`src/rtl/keypad_fifo_drain_display.sv`:
```
// Drains 4-bit key codes from the keypad FIFO and shows the last two on a multiplexed
// two-digit seven-segment display. Optional `clear` input is enabled by KEYPAD_DRAIN_CLEAR_EN.
module keypad_fifo_drain_display #(
  parameter int WIDTH         = 4,   // must stay 4: one hex digit per code
  parameter int HOLD_CYCLES   = 32,
  parameter int REFRESH_COUNT = 8
) (
  input  logic             clock,
  input  logic             reset,
  input  logic             empty,
  input  logic [WIDTH-1:0] data_in,
`ifdef KEYPAD_DRAIN_CLEAR_EN
  input  logic             clear,
`endif
  output logic             read,
  output logic [6:0]       Cathode,
  output logic             Left_anode,
  output logic             Right_anode,
  output logic [1:0]       digit_valid,
  output logic             busy
);

  typedef enum logic [1:0] {IDLE, POP, CAPTURE, HOLD} state_t;

  localparam logic [15:0] HOLD_LOAD    = 16'(HOLD_CYCLES - 1);
  localparam logic [15:0] REFRESH_LAST = 16'(REFRESH_COUNT - 1);

  state_t           state;
  state_t           state_next;
  logic [15:0]      hold_cnt;
  logic [15:0]      refresh_cnt;
  logic             sel;
  logic [WIDTH-1:0] left_digit;
  logic [WIDTH-1:0] right_digit;
  logic [WIDTH-1:0] shown_digit;
  logic             shown_valid;

  // Active-high abcdefg pattern for one hex digit.
  function automatic logic [6:0] seg(input logic [3:0] code);
    case (code)
      4'h0:    seg = 7'h7E;
      4'h1:    seg = 7'h30;
      4'h2:    seg = 7'h6D;
      4'h3:    seg = 7'h79;
      4'h4:    seg = 7'h33;
      4'h5:    seg = 7'h5B;
      4'h6:    seg = 7'h5F;
      4'h7:    seg = 7'h70;
      4'h8:    seg = 7'h7F;
      4'h9:    seg = 7'h7B;
      4'hA:    seg = 7'h77;
      4'hB:    seg = 7'h1F;
      4'hC:    seg = 7'h4E;
      4'hD:    seg = 7'h3D;
      4'hE:    seg = 7'h4F;
      default: seg = 7'h47;
    endcase
  endfunction

  // NOTE: next state is defaulted to the current state first so no path leaves it unassigned (no latch).
  always_comb begin
    state_next = state;
    case (state)
      IDLE:    if (!empty) state_next = POP;
      POP:     state_next = CAPTURE;
      CAPTURE: state_next = HOLD;
      HOLD:    if (hold_cnt == 16'd0) state_next = IDLE;
      default: state_next = IDLE;
    endcase
  end

  assign busy = (state != IDLE);

  // NOTE: sequential state uses non-blocking assignments so every register sees pre-edge values.
  always_ff @(posedge clock) begin
    if (reset) begin
      state <= IDLE;
      read  <= 1'b0;
    end else begin
      state <= state_next;
      // Registered pop: high exactly for the cycle spent in POP.
      read  <= (state == IDLE) && !empty;
    end
  end

  always_ff @(posedge clock) begin
    if (reset) begin
      hold_cnt <= 16'd0;
    end else if (state == CAPTURE) begin
      hold_cnt <= HOLD_LOAD;
    end else if (state == HOLD && hold_cnt != 16'd0) begin
      hold_cnt <= hold_cnt - 16'd1;
    end
  end

  // NOTE: the digit registers are reset along with everything else so the display starts blank.
  always_ff @(posedge clock) begin
    if (reset) begin
      left_digit  <= '0;
      right_digit <= '0;
      digit_valid <= 2'b00;
    end else if (state == CAPTURE) begin
`ifdef KEYPAD_DRAIN_CLEAR_EN
      if (clear) begin
        // Clear wipes the older digit, the fresh capture still lands on the right.
        left_digit  <= '0;
        right_digit <= data_in;
        digit_valid <= 2'b01;
      end else begin
        left_digit  <= right_digit;
        right_digit <= data_in;
        digit_valid <= {digit_valid[0], 1'b1};
      end
`else
      left_digit  <= right_digit;
      right_digit <= data_in;
      digit_valid <= {digit_valid[0], 1'b1};
`endif
    end
`ifdef KEYPAD_DRAIN_CLEAR_EN
    else if (clear) begin
      left_digit  <= '0;
      right_digit <= '0;
      digit_valid <= 2'b00;
    end
`endif
  end

  always_ff @(posedge clock) begin
    if (reset) begin
      refresh_cnt <= 16'd0;
      sel         <= 1'b0;
    end else if (refresh_cnt == REFRESH_LAST) begin
      refresh_cnt <= 16'd0;
      sel         <= ~sel;
    end else begin
      refresh_cnt <= refresh_cnt + 16'd1;
    end
  end

  assign shown_digit = sel ? left_digit : right_digit;
  assign shown_valid = sel ? digit_valid[1] : digit_valid[0];

  // Pins are registered, so they trail sel and digit changes by one clock.
  always_ff @(posedge clock) begin
    if (reset) begin
      Cathode     <= 7'h7F;
      Right_anode <= 1'b0;
      Left_anode  <= 1'b1;
    end else begin
      Cathode     <= shown_valid ? ~seg(shown_digit) : 7'h7F;
      Right_anode <= sel;
      Left_anode  <= ~sel;
    end
  end

endmodule

```
`config.mk`:
```
export PLATFORM = sky130hd
export DESIGN_NAME = keypad_fifo_drain_display
export DESIGN_NICKNAME = d
export VERILOG_FILES = /design/src/rtl/keypad_fifo_drain_display.sv
export SDC_FILE = /design/constraint.sdc
export NUM_CORES = 1
export LEC_CHECK = 0
export ABC_AREA = 0
export CELL_PAD_IN_SITES_DETAIL_PLACEMENT = 0
export CELL_PAD_IN_SITES_GLOBAL_PLACEMENT = 1
export CORE_AREA = 3 3 92 94
export CTS_BUF_LIST = sky130_fd_sc_hd__clkbuf_8
export DETAILED_ROUTE_END_ITERATION = 7
export DIE_AREA = 0 0 95 97
export HOLD_SLACK_MARGIN = 0.05
export PLACE_DENSITY = 0.63
export SYNTH_ARGS = -nofsm -noshare
export SYNTH_HDL_FRONTEND = slang
export SYNTH_SLANG_ARGS = --single-unit
```
`constraint.sdc`:
```
create_clock -name clock -period 3.1 [get_ports clock]
set_input_delay 0.62 -clock clock [delete_from_list [all_inputs] [get_ports clock]]
set_output_delay 0.62 -clock clock [all_outputs]
set_load 0.03 [all_outputs]
```
==> results.ini <==
[outcome]
status=finished clean

[timing]
drv_slew=0
fin_crit_sh_pct=76.9
period_minus_slack_ns=2.38
clock_skew_ns=0.00637
hold_viol=0
setup_viol=0
rsz0062_at_grt=no
slew_headroom_pct=49.5
max_freq_ghz=0.420
worstMarginPinSlew_ns=0.757
finalSetupTns_ns=0

[synth]
synthCells=293
ys_seq_area_share_pct=41.5
synth_top_area_cell=dfxtp_1
ys_warn_count=0
ys_top_cells_by_area=dfxtp_1 41%, ha_1 5.7%, nor2_1 5.5%, mux2i_1 4.9%, a21oi_1 4.1%
synth_area_um2=2660
ys_async_sr_fraction_pct=0
synth-edff-count=0
synth.top_cell.area_share_pct=41.5
yosysUniqueCellTypes=46
ys_ff_latch=55
yosysMostFrequentCell=dfxtp_1
synthTopCellsByCount=55 x dfxtp_1, 39 x nor2_1, 22 x a21oi_1, 13 x mux2i_1
synth_nets=312
avgSynthCellArea_um2=9.06
synth_ff_type=dfxtp_1

[grt]
overflow=0
busiest_layer=met2
met2_usage_pct=19.5
grt_use_met3_pct=2.57
grt_use_total_pct=12.2
grt_first_pass_wirelength_mm=9.21
antenna_found_initial=0
grt.met1_usage_pct=16.2
grt_max_degree=17
first_global_vias=2001

[clock_tree]
clk_latency_ns=0.31
ctsRootBufferMaster=clkbuf_8
clock-sinks=55
cts_tree=built
cts.clk_slew.worst_paths_ns=0.10
cts_buffers=5
cts_buffer_depth=2
cts.repair.resized=0
cts_setup_buffers=0
postCtsHoldBufs=0
htreeDepth=2

[critical_path]
max_stage_delay_ns=0.67
cp.required_ns=2.48
timing.critical_path.mode_cell=inv_1
arrival_ns=1.76
cpMaxStageDelayCell=clkdlybuf4s50_1
worstSetupEndpointType=output port
crit_type=reg -> out
crit_fanout=3
start_kind=flop
path_cells=inv_1 > ha_1 > inv_1 > clkdlybuf4s50_1

[final_layout]
multiInputGateArea_um2=1460
insertedDiodeCount=0
area_growth_pct=14.9
seqCellArea_um2=1100
nFillCells=797
layout-drive-gt1-share_pct=9.35
nNetsFinal=328
fin_util_pct=39.5

[routing]
viasPerCell=5.02
drc=0
wl_mm=5.26
routed-via-count=2068
postRouteAntennaNets=0
first_pass_iters=8
wl_per_cell_um=12.8
drt_iter0_markers=66

[die]
io_pins=20
fp.dieArea_um2=9220
die_w_um=95
fp-row-count=32
core-area_um2=7730
start_util_pct=34.4
die_h_um=97

[run]
max-cap-violations=0

[power_and_ir_drop]
power_uw=2100
worst_ir_drop_vdd_mv=0.232
power.leakage_uw=0.00108
power.density_nw_per_um2=688

[placement]
hpwl_mm=3.80
gp_congestion=0.767
port_buffers=19

[hold_path]
hp-class=reg -> reg

## per-layer routing
| layer | wire, um | vias up |
|---|---|---|
| met2 | 2320 | 26 |
| li1 | - | 1095 |
| met5 | 0 | - |
| met4 | 74 | 0 |
| met3 | 118 | 7 |
| met1 | 2740 | 940 |
## path summary, 6_finish.rpt
path             startpoint  slack (ns)  cells past startpoint        endpoint
min reg2reg  refresh_cnt[0]        0.47                      1  refresh_cnt[0]
max                state[0]        0.72                      4            busy
max reg2reg        state[0]        0.79                      5    hold_cnt[13]
min          refresh_cnt[0]        0.47                      1  refresh_cnt[0]
## cells in the final DEF, fill, tap and decap left out, types with 2 or more instances in the layout
master,n
nand2b_1,2
mux2i_1,13
a21o_1,2
nand4_1,8
or2_2,3
nor3_1,11
a21oi_1,22
dfxtp_1,55
a221o_1,3
or3b_2,3
buf_4,2
nand3_1,7
xnor2_1,8
nor2_1,39
or3_2,3
inv_1,12
mux2_2,4
or4_1,7
or3_1,3
xor2_1,8
ha_1,12
o31ai_1,7
nand2_1,11
or4b_1,2
clkbuf_8,6
or4_4,2
nor4_1,8
clkdlybuf4s50_1,19
o21ai_0,8
or4b_2,2
and4_1,2
## registers in the layout, summed over array words and instances (netlist names), 2 cells and up
register / flops
hold_cnt: 16
refresh_cnt: 16
Cathode: 7
left_digit: 4
right_digit: 4
digit_valid: 2
state: 2
## worst max-delay path, delay by kind of cell (launching register included)
family	cells	cell delay, ns
buf+inv	3	0.85
flops	1	0.38
fa+ha+maj	1	0.23
## stage by stage
stage	hold slack, ns	cell area [um2]	setup slack (ns)	instances
2_1_floorplan	0.430	2660	0.920	293
3_5_place_dp	0.455	2930	0.828	404
4_1_cts	0.477	3050	0.690	412
6_report	0.471	3050	0.717	412
5_1_grt	0.501	3050	0.634	412
3_3_place_gp	0.445	2930	0.852	404
## power breakdown
group	total (uW)	internal, uW	switching (uW)
clock network	491	262	229
registers	857	787	70.4
logic	751	308	443
total	2100	1360	743
## area by class of cell
class | count | share of cell area (%)
Multi-Input combinational cell | 214 | 47.7
Tap cell | 102 | 4.18
Timing Repair Buffer | 21 | 6.72
Clock inverter | 2 | 1.15
Sequential cell | 55 | 36.1
Clock buffer | 6 | 2.71
Inverter | 12 | 1.48
## cells by family (layout without fill, tap and decap cells)
family                     count (synthesis)  count (layout)  synth area share (%)
adders and majority gates                 12              12                  5.65
AOI/OAI and AO/OA                         49              49                  12.2
DFF                                       55              55                  41.5
buffers and inverters                     24              41                  3.72
muxes                                     17              17                  6.60
xor gates and xnor gates                  16              16                  5.28
and+or+nand+nor                          120             120                  25.1
(Power assumes the default switching activity.)
